File: src/rtl/ifu_prefetch.sv
// ifu_prefetch: sequential ICCM fetch into a PC-tagged prefetch queue feeding dec.
// Latency: request -> instr_valid_o in 2 cycles, or 1 cycle with IFU_PREFETCH_BYPASS_EN into an empty queue.
// Backpressure: stall_i holds the head; issue stops once queued + inflight reaches DEPTH; flush_i overrides all.
//
// Optional feature macro: IFU_PREFETCH_BYPASS_EN (response forwarded straight to decode when queue empty).
// Ports:
//   clk, rst                    core clock, synchronous active-high reset
//   iccm_rd_en/iccm_rd_addr     read request and word address (PC)
//   iccm_rd_data                read data, one cycle after the request
//   flush_i/flush_addr_i        redirect from exe and its target
//   stall_i                     decoder cannot accept the head this cycle
//   instr_valid_o/instr_o/instr_addr_o  queue head (zeroed when not valid)
//   fifo_count_o                registered queue occupancy (excludes inflight)

// Generic clearable FIFO; storage is not reset, only pointers and count.
module ifu_prefetch_fifo #(
  parameter int WIDTH = 64,
  parameter int DEPTH = 4
) (
  input  logic                         clk,
  input  logic                         rst,
  input  logic                         clr,
  input  logic                         push_vld,
  input  logic [WIDTH-1:0]             push_dat,
  input  logic                         pop_vld,
  output logic [WIDTH-1:0]             head_dat,
  output logic [$clog2(DEPTH+1)-1:0]   count
);
  localparam int AW = $clog2(DEPTH);
  localparam int CW = $clog2(DEPTH+1);

  logic [WIDTH-1:0] mem [DEPTH];
  logic [AW-1:0]    wr_ptr;
  logic [AW-1:0]    rd_ptr;

  // DEPTH is a power of two, so pointers wrap by natural overflow.
  always_ff @(posedge clk) begin
    if (rst || clr) begin
      wr_ptr <= '0;
      rd_ptr <= '0;
      count  <= '0;
    end else begin
      if (push_vld) wr_ptr <= wr_ptr + AW'(1);
      if (pop_vld)  rd_ptr <= rd_ptr + AW'(1);
      case ({push_vld, pop_vld})
        2'b10:   count <= count + CW'(1);
        2'b01:   count <= count - CW'(1);
        default: count <= count;
      endcase
    end
  end

  always_ff @(posedge clk) begin
    if (push_vld && !(rst || clr)) mem[wr_ptr] <= push_dat;
  end

  assign head_dat = mem[rd_ptr];
endmodule

module ifu_prefetch #(
  parameter int          DEPTH    = 4,
  parameter logic [31:0] RESET_PC = 32'h0000_0000
) (
  input  logic                        clk,
  input  logic                        rst,
  output logic                        iccm_rd_en,
  output logic [31:0]                 iccm_rd_addr,
  input  logic [31:0]                 iccm_rd_data,
  input  logic                        flush_i,
  input  logic [31:0]                 flush_addr_i,
  input  logic                        stall_i,
  output logic                        instr_valid_o,
  output logic [31:0]                 instr_o,
  output logic [31:0]                 instr_addr_o,
  output logic [$clog2(DEPTH+1)-1:0]  fifo_count_o
);
  localparam int          CW      = $clog2(DEPTH+1);
  localparam logic [CW:0] DEPTH_W = (CW+1)'(DEPTH);

  typedef struct packed {
    logic [31:0] addr;
    logic [31:0] instr;
  } entry_t;

  logic [31:0] pc;
  logic [31:0] req_addr;     // address of the request whose data arrives this cycle
  logic        inflight;
  logic [CW-1:0] count;
  logic [CW:0]   occupancy;
  entry_t      push_dat;
  entry_t      head_dat;
  logic        push_vld;
  logic        pop_vld;
  logic        head_vld;
  logic        byp_vld;
  logic        flush_addr_unused;

  assign flush_addr_unused = ^flush_addr_i[1:0];

  // Issue ignores a same-cycle pop, so a response always has a free slot.
  assign occupancy    = {1'b0, count} + {{CW{1'b0}}, inflight};
  assign iccm_rd_en   = !rst && !flush_i && (occupancy < DEPTH_W);
  assign iccm_rd_addr = pc;

`ifdef IFU_PREFETCH_BYPASS_EN
  // Empty queue and decode ready: hand the response straight to decode.
  assign byp_vld = (count == '0) && inflight && !flush_i && !rst && !stall_i;
`else
  assign byp_vld = 1'b0;
`endif

  assign head_vld = (count != '0);
  assign push_vld = inflight && !flush_i && !rst && !byp_vld;
  assign pop_vld  = head_vld && !stall_i && !flush_i && !rst;
  assign push_dat = '{addr: req_addr, instr: iccm_rd_data};

  always_ff @(posedge clk) begin
    if (rst) begin
      pc       <= RESET_PC;
      req_addr <= '0;
      inflight <= 1'b0;
    end else if (flush_i) begin
      // Any response arriving this cycle is dropped with inflight.
      pc       <= {flush_addr_i[31:2], 2'b00};
      inflight <= 1'b0;
    end else begin
      inflight <= iccm_rd_en;
      if (iccm_rd_en) begin
        req_addr <= pc;
        pc       <= pc + 32'd4;
      end
    end
  end

  ifu_prefetch_fifo #(
    .WIDTH ($bits(entry_t)),
    .DEPTH (DEPTH)
  ) u_fifo (
    .clk      (clk),
    .rst      (rst),
    .clr      (flush_i),
    .push_vld (push_vld),
    .push_dat (push_dat),
    .pop_vld  (pop_vld),
    .head_dat (head_dat),
    .count    (count)
  );

  // The head still shows during a flush cycle; dec squashes it on its own.
  always_comb begin
    instr_valid_o = head_vld || byp_vld;
    instr_o       = '0;
    instr_addr_o  = '0;
    if (head_vld) begin
      instr_o      = head_dat.instr;
      instr_addr_o = head_dat.addr;
    end else if (byp_vld) begin
      instr_o      = iccm_rd_data;
      instr_addr_o = req_addr;
    end
  end

  assign fifo_count_o = count;
endmodule
File: config.mk
export PLATFORM = sky130hd
export DESIGN_NAME = ifu_prefetch
export DESIGN_NICKNAME = d
export VERILOG_FILES = /design/src/rtl/ifu_prefetch.sv
export SDC_FILE = /design/constraint.sdc
export NUM_CORES = 1
export LEC_CHECK = 0
export BUFFER_PORTS_ARGS = -buffer_cell sky130_fd_sc_hd__buf_2
export CAP_MARGIN = 30
export CORE_ASPECT_RATIO = 0.8
export CORE_MARGIN = 2
export CORE_UTILIZATION = 50
export DETAILED_ROUTE_END_ITERATION = 6
export MAX_ROUTING_LAYER = met4
export PLACE_DENSITY = 0.71
export SYNTH_ARGS = -nofsm -noshare
export SYNTH_HDL_FRONTEND = slang
export SYNTH_SLANG_ARGS = --single-unit
File: constraint.sdc
create_clock -name clk -period 3.9 [get_ports clk]
set_input_delay 0 -clock clk [delete_from_list [all_inputs] [get_ports clk]]
set_output_delay 0 -clock clk [all_outputs]
set_load 0.01 [all_outputs]
== Word-level counts from Yosys, hierarchy flattened ==
Memory sizes are Yosys's and may differ from the RTL's. A register that Yosys moved wholly into a read port is not among the register bits.
Cells that the tools add are included.

* Div/mod/pow operators: 0
* Multiplexer cells: 9
* Add/sub/neg operators: 6
* $lt $le $gt $ge: 1
* Shift operators: 0
* Bitwise logic cells: 1
* Eq/ne operators: 2
* Reductions and logical operators: 18
* Multipliers: 0

{| class="wikitable"
|+ Operators with widths
! cell !! count
|-
| $mux W32 || 4
|-
| $add A32 B3 Y32 const B || 1
|-
| $logic_and A1 B1 Y1 || 8
|-
| $pmux W3 S2 || 1
|-
| $add A2 B1 Y2 const B || 2
|-
| $add A3 B1 Y4 || 1
|-
| $logic_not A1 Y1 || 4
|-
| $lt A4 B3 Y1 const B || 1
|-
| $mux W2 || 2
|-
| $reduce_bool A2 Y1 || 2
|-
| $add A3 B1 Y3 const B || 1
|-
| $reduce_bool A3 Y1 || 1
|-
| $sub A3 B1 Y3 const B || 1
|-
| $eq A2 B1 Y1 const B || 1
|-
| $eq A2 B2 Y1 const B || 1
|-
| $mux W1 || 2
|-
| $reduce_and A2 Y1 || 1
|-
| $reduce_or A2 Y1 || 1
|-
| $logic_or A1 B1 Y1 || 1
|-
| $not A1 Y1 || 1
|}

* Memory bits (read-only): 0
* Memories kept: 1
* Bits in registers: 72
* Bits in latches: 0
* Bits of input ports: 68
* RAM bits: 256

{| class="wikitable"
|+ Memory list
! name !! words !! width !! rd ports !! clocked after Yosys merged registers in !! wr ports !! RTL line !! RTL
|-
| u_fifo.mem || 4 || 64 || 1 || 1 || 1 || 32 || <nowiki>logic [WIDTH-1:0] mem [DEPTH];</nowiki>
|}

== Logic depth before layout (Yosys ltp) ==
* Word-level depth: 6
* Depth in mapped cells: 10

== Cells and area by module ==
Synthesis repeated with hierarchy kept, for this count alone.

* Cells, all modules: 818
* Area, all modules: 13053.8 um^2

{| class="wikitable"
|+ Modules (own cells, without submodules)
! module !! area an instance (um^2) !! times used !! cells each
|-
| ifu_prefetch_fifo || 9743.1 || 1 || 381
|-
| ifu_prefetch || 3310.7 || 1 || 437
|}

== Least setup slack after synthesis ==
OpenSTA, ideal clock, no wires.

* Kind: register to register
* Start point: reg u_fifo.wr_ptr[0]
* End point: mem u_fifo.mem[2][0], enable pin
* Cell stages (with the launch flop): 4
* Arrival: 2.037 ns
* Setup slack: 1.436 ns
* Setup time: 0.427 ns
* Required time: 3.473 ns
* Clock period less this slack: 2.464 ns
* Path through: dfxtp_1 > inv_1 > ha_1 > and3_1

{| class="wikitable"
|+ RTL lines
! what !! RTL line !! RTL
|-
| from (decl) || 33 || <nowiki>logic [AW-1:0] wr_ptr;</nowiki>
|-
| from (signal assigned) || 43 || <nowiki>if (push_vld) wr_ptr <= wr_ptr + AW'(1);</nowiki>
|-
| to (decl) || 32 ||
|}

No word-level cell before the write port.

== Worst setup path after layout ==
* Start point: reg pc[2], in the netlist iccm_rd_addr[2]
* End point: reg pc[28], in the netlist iccm_rd_addr[28]

* Cells in the longest elaborated chain, start to end: 3

{| class="wikitable"
|+ RTL lines
! what !! RTL line !! RTL
|-
| from (decl) || 85 || <nowiki>logic [31:0] pc;</nowiki>
|-
| from (signal assigned) || 124 || <nowiki>pc <= {flush_addr_i[31:2], 2'b00};</nowiki>
|-
| from (signal assigned) || 130 || <nowiki>pc <= pc + 32'd4;</nowiki>
|-
| $add A32 B3 Y32 || 130 ||
|-
| $mux W32 || 128 || <nowiki>if (iccm_rd_en) begin</nowiki>
|-
| $mux W32 || 122 || <nowiki>end else if (flush_i) begin</nowiki>
|}

Every way passes these cells. The select of a mux whose other input is x is not followed.
A chain may end at the register's enable or synchronous reset.

==> summary.md <==
| Metric | Value |
|---|---|
| WP data arrival | between 3 and 4 ns |
| Initial antenna violation count | 0 |
| Die height | between 100 and 150 microns |
| I/O pin cnt | 169 |
| Share of cells above drive strength 1 | 0.2789 |
| Core ar. | between 20000 and 30000 sq um |
| DR iter-0 viols | 582 |
| Seq cells post-synth | 318 |
| Largest net degree at the start of global routing | 64 |
| Fmax | 368.3 MHz |
| Final ANT Viol Nets | 0 |
| Clock Tree Buf Depth | 3 |
| Worst path cell trace | ha_1 > nand3_1 > nor4_2 > nand4_1 > xor2_1 > o22ai_1 > dlygate4sd3_1 |
| Global-route wire length before repair | 41900 microns |
| CTS clock-pin slew for the worst setup and hold paths | 0.06 ns |
| Congestion Overflow GR | 0 |
| Layout net count | 1106 |
| Cell Pwr Density | 440.4 nW/um^2 |
| Normalized max-slew margin | 0.2961 |
| Initial core utilization | 0.5050 |
| Worst vdd ir | 0.4269 mV |
| WL/cell | 19.24 microns |
| FP Rows | 52 |
| DRC Markers | 0 |
| Top_reg_cell synth | edfxtp_1 |
| CP Buf/Inv Count | 1 |
| Clock buffer count from CTS | 31 |
| Sink Count | between 300 and 400 |
| Worst endpoint required time | 4.35 ns |
| Synthesized area | 12680 sq um |
| CTS tree | built |
| Max Cap Viol | 0 |
| Final clock skew | 0.01696 ns |
| Ys async rst share | 0 |
| Syn_area_per_cell | around 16 sq um |
| Reg2Reg Launch Point | iccm_rd_addr[2]$_SDFFE_PP0P_ |
| FILL cells | 1840 |
| Clk Latency, worst-skew pair | 0.56 ns |
| H-tree levels | 1 |
| Critical path depth | 7 |
| Setup Viol. Count Final | 0 |
| DR vias/cell | 5.516 |
| Seq/Total Area, Yosys | 0.6976 |
| Crit Reg-Reg Endpoint | iccm_rd_addr[28]$_SDFFE_PP0P_ |
| Cell variety after synth | 46 |
| Slew Viols, Final | 0 |
| Worst Hold Depth | 3 |
| Kind of end point of the critical path | register |
| N_diodes | 0 |
| Hold endpoint | iccm_rd_addr[13]$_SDFFE_PP0P_ |
| Mapped Cells | between 800 and 900 |
| Vias in the first global route | between 7000 and 8000 |
| Largest fanout on the critical path | 7 |
| P_leak | roughly 0.0056 uW |
| Root buf cell | clkbuf_16 |
| Detail Placement HPWL | between 15000 and 20000 microns |
| Number of flops mapped to enable cells by yosys | ~250 |
| Die W | 182.1 microns |
| Total track usage | 0.2058 |
| Min-Delay Path Class | in -> reg |
| Commonest non-fill, non-tap cells in the layout | edfxtp_1 (248), buf_2 (162), nand2_1 (80) |
| Most common cell after layout, fill and taps aside | edfxtp_1 |
| Cell area after layout | 15560 sq um |
| Placed inst area | 13880 sq um |
| YS warnings | 0 |
| R2R Setup Slk | around 1.2 ns |
| Slowest stage delay, CP | 0.65 ns |
| DRT Wirelength | 26510 microns |
| RSZ-0062 raised after global routing | no |
| Critical Path Slowest Stage Cell | nor4_2 |
| Cells on worst reg2reg path | 7 |
| Initial DRT Pass Iterations | 5 |
| Period minus WS final | ~2.7 ns |
| Tcrit/Tclk final | 0.6962 |
| Final hold violations | 0 |
| Worst hold start | flush_i |
| CP delay by family, top | simple AND/OR/NAND/NOR gates |
| Crit Path Class | reg -> reg |
| Status | finished clean |
| Die ar. | about 27000 sq um |
| Total number of vias | 7601 |
| RePlAce Congestion | 0.8285 |
| Setup tns final | 0 ns |
| Least-Margin Pin Slew | 1.055 ns |
| Crit path launch type | register |
| Port Buffers | 162 |
| Area growth from synthesis to layout | 22.71% |
## power breakdown
part / switching [uW] / internal, uW / leakage (uW) / total, uW
clock network: 1210 / 1610 / 0.000465 / 2820
logic: 148 / 147 / 0.00209 / 295
registers: 59.7 / 3680 / 0.00301 / 3740
## cells in the mapped netlist (2+ instances only)
library cell / instances / area share
xor2_1: 10 / 0.0069
mux4_2: 62 / 0.11
nor2_1: 24 / 0.0071
nor3b_1: 3 / 0.0018
inv_1: 11 / 0.0033
o22ai_1: 9 / 0.0044
o211a_1: 2 / 0.0016
nand4_1: 13 / 0.0064
buf_2: 11 / 0.0043
nor2b_1: 62 / 0.031
and2_1: 9 / 0.0044
nand2_1: 81 / 0.024
and3_1: 9 / 0.0044
nor3_2: 3 / 0.0024
a21oi_1: 44 / 0.017
xnor2_1: 18 / 0.012
edfxtp_1: 248 / 0.59
o21ai_0: 2 / 0.00079
or3_1: 4 / 0.0020
a31oi_1: 7 / 0.0035
clkbuf_1: 35 / 0.010
nor3_1: 10 / 0.0039
ha_1: 6 / 0.0059
a211oi_1: 5 / 0.0030
mux2i_1: 7 / 0.0055
buf_4: 4 / 0.0024
dfxtp_1: 70 / 0.11
nor4_2: 4 / 0.0039
and4_1: 4 / 0.0028
nand3_1: 10 / 0.0039
buf_1: 2 / 0.00059
## flip-flops by register name, summed over array words and instances, names as in the netlist, named ones only
name           count
u_fifo.mem       248
iccm_rd_addr      30
req_addr          30
u_fifo.count       3
u_fifo.rd_ptr      2
u_fifo.wr_ptr      2
inflight           1
## metrics by stage
stage | worst slack [ns] | cells | hold slack (ns) | power (uW) | utilization
finish | 1.185 | 1378 | 0.04267 | 6855 | 0.6197
detailed placement | 1.607 | 1249 | 0.2212 | 4042 | 0.5525
global route | 0.8886 | 1378 | 0.05854 | 7082 | 0.6197
global placement | 1.621 | 1245 | 0.2168 | 4034 | 0.5481
floorplan | 1.436 | 807 | 0.09887 | 3926 | -
CTS | 1.190 | 1378 | 0.01551 | 6899 | 0.6197
## layout make-up
type / count / area (sq um) / share of cell area
Clock inverter: 16 / 137.6 / 0.008843
Tap cell: 324 / 405.4 / 0.02605
Sequential cell: 318 / 8856 / 0.5690
Clock buffer: 40 / 819.5 / 0.05266
Multi-Input combinational cell: 425 / 3606 / 0.2317
Timing Repair Buffer: 243 / 1694 / 0.1089
Inverter: 12 / 45.04 / 0.002894
## per-layer routing
metal  vias to the layer above  share of wire  GRT usage
li1                       3494              -          -
met2                       262           0.48     0.3227
met1                      3813           0.45     0.2880
met5                         -              0          -
met3                        32          0.061    0.03617
met4                         0          0.014    0.04032
## how the worst max path moves through the flow
stage,end,slack (ns),from
2_1_floorplan,u_fifo.mem[2][0]$_DFFE_PP_,1.44,u_fifo.wr_ptr[0]$_SDFFE_PP0P_
3_3_place_gp,u_fifo.count[2]$_SDFFE_PP0P_,1.62,rst
3_5_place_dp,u_fifo.count[2]$_SDFFE_PP0P_,1.61,rst
4_1_cts,instr_addr_o[17],1.19,register
5_1_grt,iccm_rd_addr[28]$_SDFFE_PP0P_,0.89,iccm_rd_addr[2]$_SDFFE_PP0P_
6_report,iccm_rd_addr[28]$_SDFFE_PP0P_,1.18,iccm_rd_addr[2]$_SDFFE_PP0P_
## tightest hold or removal path, delay by kind of cell
kind	cells	cell delay, ns
buf+inv	1	0.25
compound gates	2	0.28
## repair_timing
item                                   in CTS  in global routing
endpoints found under the hold margin     177                  0
hold buffers                               73                  0
setup buffers                               0                  0
resized for setup                           0                  0
## cell families (layout without fill, tap and decap cells)
| group | count (synthesis) | count (layout) | synth area share |
|---|---|---|---|
| simple gates | 239 | 239 | 0.09963 |
| buf+inv | 64 | 311 | 0.02121 |
| fa+ha+maj | 7 | 7 | 0.007497 |
| mux | 70 | 70 | 0.1165 |
| flops | 318 | 318 | 0.6976 |
| other cells | 1 | 4 | 0.0002957 |
| compound gates | 77 | 77 | 0.03788 |
| xor+xnor | 28 | 28 | 0.01933 |
Power figures use the tool's default switching activity.
